===== src/rtl/instr_pkg.sv =====
// Shared MIPS opcode/funct constants plus the kind and state enums used by the instruction encoder.
package instr_pkg;

    localparam logic [5:0] OP_R     = 6'd0;
    localparam logic [5:0] OP_ADDI  = 6'd8;
    localparam logic [5:0] OP_SLTIU = 6'd9;
    localparam logic [5:0] OP_BEQ   = 6'd4;
    localparam logic [5:0] OP_ORI   = 6'd13;
    localparam logic [5:0] OP_BNE   = 6'd5;
    localparam logic [5:0] OP_LW    = 6'd35;
    localparam logic [5:0] OP_SW    = 6'd43;

    localparam logic [5:0] FN_ADD = 6'd32;
    localparam logic [5:0] FN_SUB = 6'd34;
    localparam logic [5:0] FN_AND = 6'd36;
    localparam logic [5:0] FN_OR  = 6'd37;
    localparam logic [5:0] FN_SLT = 6'd42;

    typedef enum logic [2:0] {
        KIND_R     = 3'd0,
        KIND_ADDI  = 3'd1,
        KIND_SLTIU = 3'd2,
        KIND_BEQ   = 3'd3,
        KIND_ORI   = 3'd4,
        KIND_BNE   = 3'd5,
        KIND_LW    = 3'd6,
        KIND_SW    = 3'd7
    } InstrKind;

    typedef enum logic [1:0] {
        IDLE = 2'd0,
        RUN  = 2'd1,
        DONE = 2'd2
    } EncState;

    function automatic logic isLegalFunct(input logic [5:0] funct);
        return funct inside {FN_ADD, FN_SUB, FN_AND, FN_OR, FN_SLT};
    endfunction

endpackage


===== src/rtl/instr_field_pack.sv =====
// Combinational packer: turns a decoded descriptor into a 32-bit MIPS word and flags unsupported R-type functs.
module instr_field_pack
    import instr_pkg::*;
(
    input  InstrKind    kind,
    input  logic [4:0]  rs,
    input  logic [4:0]  rt,
    input  logic [4:0]  rd,
    input  logic [5:0]  funct,
    input  logic [15:0] imm,
    output logic [31:0] word,
    output logic        illegal
);

    logic [5:0] opcode;

    always_comb begin
        opcode = OP_R;
        case (kind)
            KIND_R:     opcode = OP_R;
            KIND_ADDI:  opcode = OP_ADDI;
            KIND_SLTIU: opcode = OP_SLTIU;
            KIND_BEQ:   opcode = OP_BEQ;
            KIND_ORI:   opcode = OP_ORI;
            KIND_BNE:   opcode = OP_BNE;
            KIND_LW:    opcode = OP_LW;
            KIND_SW:    opcode = OP_SW;
        endcase
    end

    always_comb begin
        word    = {opcode, rs, rt, imm};
        illegal = 1'b0;
        if (kind == KIND_R) begin
            word    = {OP_R, rs, rt, rd, 5'd0, funct};
            illegal = !isLegalFunct(funct);
        end
    end

endmodule


===== src/rtl/instr_encoder.sv =====
// Sequential instruction encoder/loader writing packed words to imem from a programmable base.
// Optional INSTR_ENC_BRANCH_REL_EN: BEQ/BNE immediates are absolute word indices converted to relative offsets.
module instr_encoder
    import instr_pkg::*;
#(
    parameter int ADDR_W    = 32,
    parameter int MAX_WORDS = 256
) (
    input  logic              clk_i,
    input  logic              rst_i,
    input  logic              start_i,
    input  logic [ADDR_W-1:0] base_i,
    input  logic              req_valid_i,
    output logic              req_ready_o,
    input  logic [2:0]        kind_i,
    input  logic [4:0]        rs_i,
    input  logic [4:0]        rt_i,
    input  logic [4:0]        rd_i,
    input  logic [5:0]        funct_i,
    input  logic [15:0]       imm_i,
    input  logic              last_i,
    output logic              we_o,
    output logic [ADDR_W-1:0] waddr_o,
    output logic [31:0]       wdata_o,
    output logic [15:0]       count_o,
    output logic              done_o,
    output logic [1:0]        err_o
);

    localparam logic [15:0] MAX_COUNT = 16'(MAX_WORDS);

    EncState           state;
    EncState           stateNext;
    logic [ADDR_W-1:0] base;
    logic              accept;
    logic              illegal;
    logic              hitLimit;
    logic [15:0]       immEff;
    logic [31:0]       packedWord;

    assign accept   = req_valid_i && req_ready_o;
    assign hitLimit = !illegal && (count_o + 16'd1 == MAX_COUNT);

    // Branch targets become offsets relative to the slot after the branch itself.
    always_comb begin
        immEff = imm_i;
`ifdef INSTR_ENC_BRANCH_REL_EN
        if (kind_i == KIND_BEQ || kind_i == KIND_BNE) begin
            immEff = imm_i - (count_o + 16'd1);
        end
`endif
    end

    instr_field_pack fieldPack (
        .kind    (InstrKind'(kind_i)),
        .rs      (rs_i),
        .rt      (rt_i),
        .rd      (rd_i),
        .funct   (funct_i),
        .imm     (immEff),
        .word    (packedWord),
        .illegal (illegal)
    );

    always_ff @(posedge clk_i or negedge rst_i) begin
        if (!rst_i) begin
            state <= IDLE;
        end else begin
            state <= stateNext;
        end
    end

    always_comb begin
        stateNext = state;
        case (state)
            IDLE, DONE: if (start_i) stateNext = RUN;
            RUN:        if (accept && (last_i || hitLimit)) stateNext = DONE;
            default:    stateNext = IDLE;
        endcase
    end

    always_comb begin
        req_ready_o = (state == RUN) && (count_o < MAX_COUNT);
        done_o      = (state == DONE);
    end

    // Illegal descriptors are consumed silently apart from the sticky error bit.
    always_ff @(posedge clk_i or negedge rst_i) begin
        if (!rst_i) begin
            base    <= '0;
            count_o <= '0;
            err_o   <= '0;
            we_o    <= 1'b0;
            waddr_o <= '0;
            wdata_o <= '0;
        end else begin
            we_o <= 1'b0;
            if (state != RUN && start_i) begin
                base    <= base_i;
                count_o <= '0;
                err_o   <= '0;
            end else if (accept) begin
                if (illegal) begin
                    err_o[0] <= 1'b1;
                end else begin
                    we_o    <= 1'b1;
                    waddr_o <= base + (ADDR_W'(count_o) << 2);
                    wdata_o <= packedWord;
                    count_o <= count_o + 16'd1;
                    if (!last_i && hitLimit) err_o[1] <= 1'b1;
                end
            end
        end
    end

endmodule


===== config.mk =====
export PLATFORM = sky130hd
export DESIGN_NAME = instr_encoder
export DESIGN_NICKNAME = d
export VERILOG_FILES = /design/src/rtl/instr_pkg.sv /design/src/rtl/instr_field_pack.sv /design/src/rtl/instr_encoder.sv
export SDC_FILE = /design/constraint.sdc
export NUM_CORES = 1
export LEC_CHECK = 0
export BUFFER_PORTS_ARGS = -buffer_cell sky130_fd_sc_hd__buf_2
export CORE_MARGIN = 1.5
export CORE_UTILIZATION = 53
export DETAILED_ROUTE_END_ITERATION = 10
export GPL_TIMING_DRIVEN = 0
export PLACE_DENSITY = 0.8
export SETUP_SLACK_MARGIN = 0.15
export SYNTH_ARGS = -nofsm -noshare
export SYNTH_HDL_FRONTEND = slang
export SYNTH_SLANG_ARGS = --single-unit

===== constraint.sdc =====
create_clock -name clk_i -period 3 [get_ports clk_i]
set_clock_uncertainty 0.15 [all_clocks]
set_input_delay 0.3 -clock clk_i [delete_from_list [all_inputs] [get_ports clk_i]]
set_output_delay 0.3 -clock clk_i [all_outputs]
set_load 0.05 [all_outputs]

==> results of run 1 <==
[Yosys cell counts (all sizes together), types with 4 or more instances]
cell    instances
a21oi          25
nor2b           5
xnor2          11
and4            4
nor2           42
a31oi          14
nor3            6
a211oi          5
o21ai          49
and2            8
nand2         213
and3           15
inv            16
o31a            5
buf            21
nand2b         11
nor4            4
a31o            4
ha             20
nand4          12
a21o            5
xor2            4
o31ai           5
nand3          25
dfrtp         115
mux2i           4
clkbuf         14
[worst min-delay path, stage by stage]
cell,delay (ns)
buf_2,0.09
nand2_1,0.05
a31oi_1,0.08
[power by group]
part           internal [uW]  switching [uW]  leakage [uW]
registers               1550               0       0.00156
logic                   95.8            77.3       0.00258
clock network           1380             692      0.000297
[cell families after synthesis]
| group | after synthesis | share of synthesized area (%) |
|---|---|---|
| AOI/OAI and AO/OA | 133 | 14.6 |
| xor gates and xnor gates | 15 | 2.16 |
| adders and majority gates | 21 | 4.45 |
| buffers and inverters | 51 | 4.24 |
| DFF | 115 | 47.3 |
| muxes | 5 | 0.844 |
| other | 1 | 0.0617 |
| and+or+nand+nor | 355 | 26.3 |
[worst max-delay path by stage]
stage                  endpoint       start  slack, ns  depth (start not counted)
detailed placement  waddr_o[24]  count_o[0]       0.03                          8
global route        waddr_o[12]  count_o[0]       0.15                          8
floorplan           waddr_o[16]  count_o[0]       0.16                          8
CTS                 waddr_o[18]  count_o[0]       0.21                          8
global placement    waddr_o[22]  count_o[0]       0.07                          8
finish              waddr_o[22]  count_o[0]       0.25                          9
[sequential cells by signal, summed over array words and instances, names as in the netlist]
name and count:
base 32, waddr_o 32, wdata_o 30, count_o 16
err_o 2, state 2, we_o 1
[stage by stage]
stage                     std cells  setup WS (ns)  hold WS, ns  instance area (um2)  util [%]
after global routing           1082          0.150      0.00353                 8270      75.0
after CTS                      1082          0.213      0.00163                 8270      74.9
after detailed placement        996         0.0332        0.190                 7080      64.2
after global placement          995         0.0725        0.294                 7050      63.9
after floorplan                 696          0.157       -0.146                 6080         -
final                          1082          0.255      0.00994                 8270      75.0
[metal layers]
layer	track usage, %	wire [um]
met2	52.2	8770
met4	14.3	492
met1	38.1	7490
met5	0	0
met3	5.53	1280
[layout make-up]
| type | instances | area [um2] | share of cell area (%) |
|---|---|---|---|
| clock inverters | 9 | 129 | 1.56 |
| inverters | 16 | 60.1 | 0.726 |
| plain buffers | 35 | 198 | 2.39 |
| repair buffers | 216 | 1380 | 16.7 |
| multi-input cells | 530 | 2970 | 35.9 |
| clock buffers | 21 | 480 | 5.81 |
| well taps | 140 | 175 | 2.12 |
| flip-flops and latches | 115 | 2880 | 34.8 |
[what timing repair did]
| item | 4_1_cts | 5_1_grt |
|---|---|---|
| gates resized for setup | 6 | 1 |
| pin swaps | 2 | 3 |
| hold buffers | 54 | 0 |
| buffers inserted | 2 | 0 |
| endpoints found under the hold margin | 96 | 0 |
| endpoints found under the setup margin | 8 | 8 |
==> impl_metrics.yaml, run 1 <==
synth:
  synthFlopType: "dfrtp_1"
  synthDistinctLibCells: 68
  yosysWarningCount: 0
  synth_largest_area_cell: "dfrtp_1"
  yosys_register_bits: 115
  avgSynthCellArea_um2: 8.73
  netlist_area_um2: 6080
  synth.area.top_cells: "dfrtp_1 (47%), nand2_1 (13%), ha_1 (4.1%), o21ai_0 (3.7%), nor2_1 (2.5%)"
  syn_nets: 794
  synth_edf_count: 0
  syn_inst: 696
  async_flop_share_pct: 100
  yosysSeqAreaShare_pct: 47.3
  synth_top_area_share_pct: 47.3
sta:
  min_period_ns: 2.75
  drv_slew: 0
  post-route-period-util_pct: 91.5
  slew_headroom_pct: 50.1
  finalSetupTns_ns: 0
  worst-slew-pin-transition_ns: 0.748
  clock.fmax_mhz: 364
  rsz0062_at_grt: "true"
  hold_viol: 0
  setup_violations: 0
detailed_routing:
  routed_via_density: 5.62
  wire_per_inst_um: 16.7
  drc: 0
  finalWirelength_um: 18000
  num_vias: 6079
  ant_nets: 0
  drtIter0Drc: 425
  firstDrtPassIters: 5
pwr:
  totalPowerFinal_uw: 3800
  powerDensity_nw_per_um2: 459
  ir_drop_mv: 0.281
  total_leakage_power_uw: 0.00444
clock_tree:
  clk_latency_ns: 0.41
  cts.reportedPaths.clkPinSlew_ns: 0.06
  cts_buffers: 17
  cts_root_buf: "clkbuf_16"
  tritoncts: "built"
  cts.sink_count: 115
  cts_buffer_depth: 2
  htreeDepth: 4
run:
  max_cap_violations: 0
setup_path:
  path_class: "reg2reg"
  cp.arrival_ns: 2.94
  rr_startpoint: "count_o[0]"
  cp_max_fo: 10
  cp.required_ns: 3.19
  crit_path_end_kind: "flop"
  r2r_end: "waddr_o[22]"
  cp_top_family: "compound AO/OA/AOI/OAI gates"
  reg2regPathDepth: 9
  path_buf_inv: 1
  cp-start-kind: "flop"
  critPathMaxStageDelay_ns: 0.46
  cp_cell_sequence: "ha_1 -> fa_2 -> a211oi_2 -> nor2_1 -> o31ai_4 -> buf_4 -> nand3_2 -> a31o_1 -> nand3_1"
  regToRegSetupSlack_ns: 0.25
  crit_slowest_cell: "dfrtp_2"
global_route:
  grt_overflow: 0
  grt_usage_pct: 30.7
  antenna_found_initial: 0
  grt_pass1_vias: 5842
  grt_pass1_wl_um: 28300
  grt_max_degree: 72
final_layout:
  insertedDiodeCount: 0
  final_cell_mix: "nand2_1 (212), buf_2 (169), dfrtp_1 (114)"
  final_nets: 1029
  fillerInstances: 817
  final_common_cell: "nand2_1"
  drive_gt1_share_pct: 25.2
  area_growth_pct: 36.1
floorplanning:
  num_io_pins: 162
  die_y_um: 110
  core_area_um2: 11000
  die_area_um2: 12100
  row_count: 38
  initial_core_util_pct: 55.1
  die_w_um: 110
min_path:
  hold_end: "wdata_o[11]"
  holdCritStartpoint: "rd_i[0]"
  min_path_type: "in2reg"
  holdPathStages: 3
placed_design:
  place_congestion: 0.859
  port_buffers: 159
  place_hpwl_um: 12600
run_status:
  outcome: "complete, no violations"
Note: power is estimated with default switching activity, not from simulation.
==> run 2: changes to the inputs <==
--- a/config.mk
+++ b/config.mk
@@ -10,7 +10,7 @@
 export CORE_UTILIZATION = 53
 export DETAILED_ROUTE_END_ITERATION = 10
 export GPL_TIMING_DRIVEN = 0
-export PLACE_DENSITY = 0.8
+export PLACE_DENSITY = 0.89
 export SETUP_SLACK_MARGIN = 0.15
 export SYNTH_ARGS = -nofsm -noshare
 export SYNTH_HDL_FRONTEND = slang
==> run 2 against run 1 <==
Sequential share of layout area about the same. Core utilization down 0.10 points. Maximum frequency down 0.60%. Critical path depth down 2. Combinational power about the same. Via count up 0.95%. Flip-flop and latch count unchanged. Register-to-register slack worse by 0.02 ns. Largest cell class unchanged.
==> impl_metrics.yaml, run 2 (synthesis gave the netlist of run 1 again) <==
run_status:
  outcome: "complete, no violations"
setup_path:
  crit_path_end_kind: "flop"
  cp_max_fo: 10
  path_buf_inv: 0
  cp_top_family: "compound AO/OA/AOI/OAI gates"
  cp-start-kind: "flop"
  cp_cell_sequence: "ha_1 -> a21oi_1 -> o21ai_0 -> a21oi_2 -> a31oi_4 -> and3_1 -> o31a_1"
  crit_slowest_cell: "dfrtp_1"
  reg2regPathDepth: 7
  rr_startpoint: "count_o[12]"
  cp.required_ns: 3.13
  regToRegSetupSlack_ns: 0.24
  path_class: "reg2reg"
  r2r_end: "waddr_o[29]"
  critPathMaxStageDelay_ns: 0.47
  cp.arrival_ns: 2.90
final_layout:
  final_cell_mix: "nand2_1 (213), buf_2 (169), dfrtp_1 (114)"
  fin_util_pct: 74.9
  regArea_um2: 2880
  drive_gt1_share_pct: 25.6
  largest_registers: "base x32, waddr_o x32, wdata_o x30"
  fillerInstances: 810
  area_growth_pct: 35.9
  final_nets: 1026
  final_cell_area_um2: 8260
  final_common_cell: "nand2_1"
  insertedDiodeCount: 0
  multiInputGateArea_um2: 2980
detailed_routing:
  firstDrtPassIters: 5
  finalWirelength_um: 18300
  routed_via_density: 5.68
  num_vias: 6137
  drc: 0
  wire_per_inst_um: 16.9
  drtIter0Drc: 642
  ant_nets: 0
global_route:
  globalRouteMet2Util_pct: 52.4
  antenna_found_initial: 0
  grt_max_degree: 62
  grt_usage_pct: 31.2
  grt_pass1_vias: 5903
  grt_pass1_wl_um: 28800
  grt_use_met1_pct: 39.0
  top_usage_layer: "met2"
  grt_use_met3_pct: 6.41
  grt_overflow: 0
sta:
  slew_headroom_pct: 59.2
  worst-slew-pin-transition_ns: 0.611
  post-route-period-util_pct: 92.1
  rsz0062_at_grt: "false"
  finalSetupTns_ns: 0
  min_period_ns: 2.76
  hold_viol: 0
  holdWs_ns: 0.00676
  drv_slew: 0
  setup_violations: 0
  clock.fmax_mhz: 362
clock_tree:
  htreeDepth: 4
  clk_latency_ns: 0.41
  cts.reportedPaths.clkPinSlew_ns: 0.06
  cts.sink_count: 115
  cts_buffer_depth: 2
  tritoncts: "built"
  cts_root_buf: "clkbuf_16"
  cts_buffers: 17
floorplanning:
  core_area_um2: 11000
  die_area_um2: 12100
  die_w_um: 110
  initial_core_util_pct: 55.1
  die_y_um: 110
  row_count: 38
  num_io_pins: 162
pwr:
  ir_drop_mv: 0.356
  powerDensity_nw_per_um2: 461
  total_leakage_power_uw: 0.00442
placed_design:
  place_area_um2: 7080
  place_congestion: 0.879
  place_hpwl_um: 12000
  port_buffers: 159
min_path:
  hold_end: "wdata_o[2]"
  holdCritStartpoint: "imm_i[2]"
  min_path_type: "in2reg"
  holdPathStages: 3
run:
  max_cap_violations: 0
==> run 2: cell count changes in the layout (fill, tap and decap cells not counted), moves of 2 or more <==
cell | previous run | this run
clkbuf_8 | 4 | 2
clkinv_4 | 1 | 3
clkinvlp_4 | 2 | 4
dlygate4sd3_1 | 54 | 50
==> run 2: repair_timing <==
action                                  in CTS  in global routing
pin swaps                                    1                  4
endpoints found under the setup margin       8                  9
buffers inserted                             0                  3
hold buffers                                50                  0
gates resized for setup                      2                  8
hold endpoints to repair                   103                  0
==> run 2: how the worst max path moves through the flow <==
| stage | endpoint | cells after the start | slack [ns] | startpoint |
|---|---|---|---|---|
| floorplan | waddr_o[16] | 8 | 0.16 | count_o[0] |
| global placement | waddr_o[27] | 1 | 0.11 | rst_i |
| detailed placement | waddr_o[22] | 8 | 0.07 | count_o[0] |
| CTS | waddr_o[18] | 8 | 0.08 | count_o[0] |
| global route | waddr_o[16] | 8 | 0.17 | count_o[0] |
| finish | waddr_o[29] | 7 | 0.24 | count_o[12] |
==> run 2: area by class of cell <==
class | count | area share, %
clock inverter | 12 | 1.89
buffer | 35 | 2.39
timing repair buffer | 213 | 16.4
clock buffer | 20 | 5.53
inverter | 16 | 0.727
tap | 140 | 2.12
multi-input combinational | 530 | 36.1
sequential | 115 | 34.9
==> run 2: per-stage QoR <==
stage	worst slack [ns]	power, uW	std cells
after global routing	0.174	3920	1081
after global placement	0.106	1690	995
final	0.238	3810	1081
after CTS	0.0843	3810	1078
after floorplan	0.157	1610	696
after detailed placement	0.0723	1700	996
==> run 2: worst register-to-register path: stages, from the launching register on <==
cell and delay (ns):
dfrtp_1 0.47, ha_1 0.44, a21oi_1 0.28, o21ai_0 0.19, a21oi_2 0.38, a31oi_4 0.24, and3_1 0.23, o31a_1 0.26
==> run 2: metal layers <==
metal  vias up  part of all wire [%]
li1       2848                     -
met1      2891                    41
met2       350                    48
met3        48                   8.4
met4         0                   2.5
met5         -                     0
==> run 2: power breakdown <==
group	total, uW	leakage (uW)	internal, uW	switching, uW
clock	2080	0.000288	1350	733
sequential	1550	0.00156	1550	0
combinational	171	0.00257	93.0	78.4
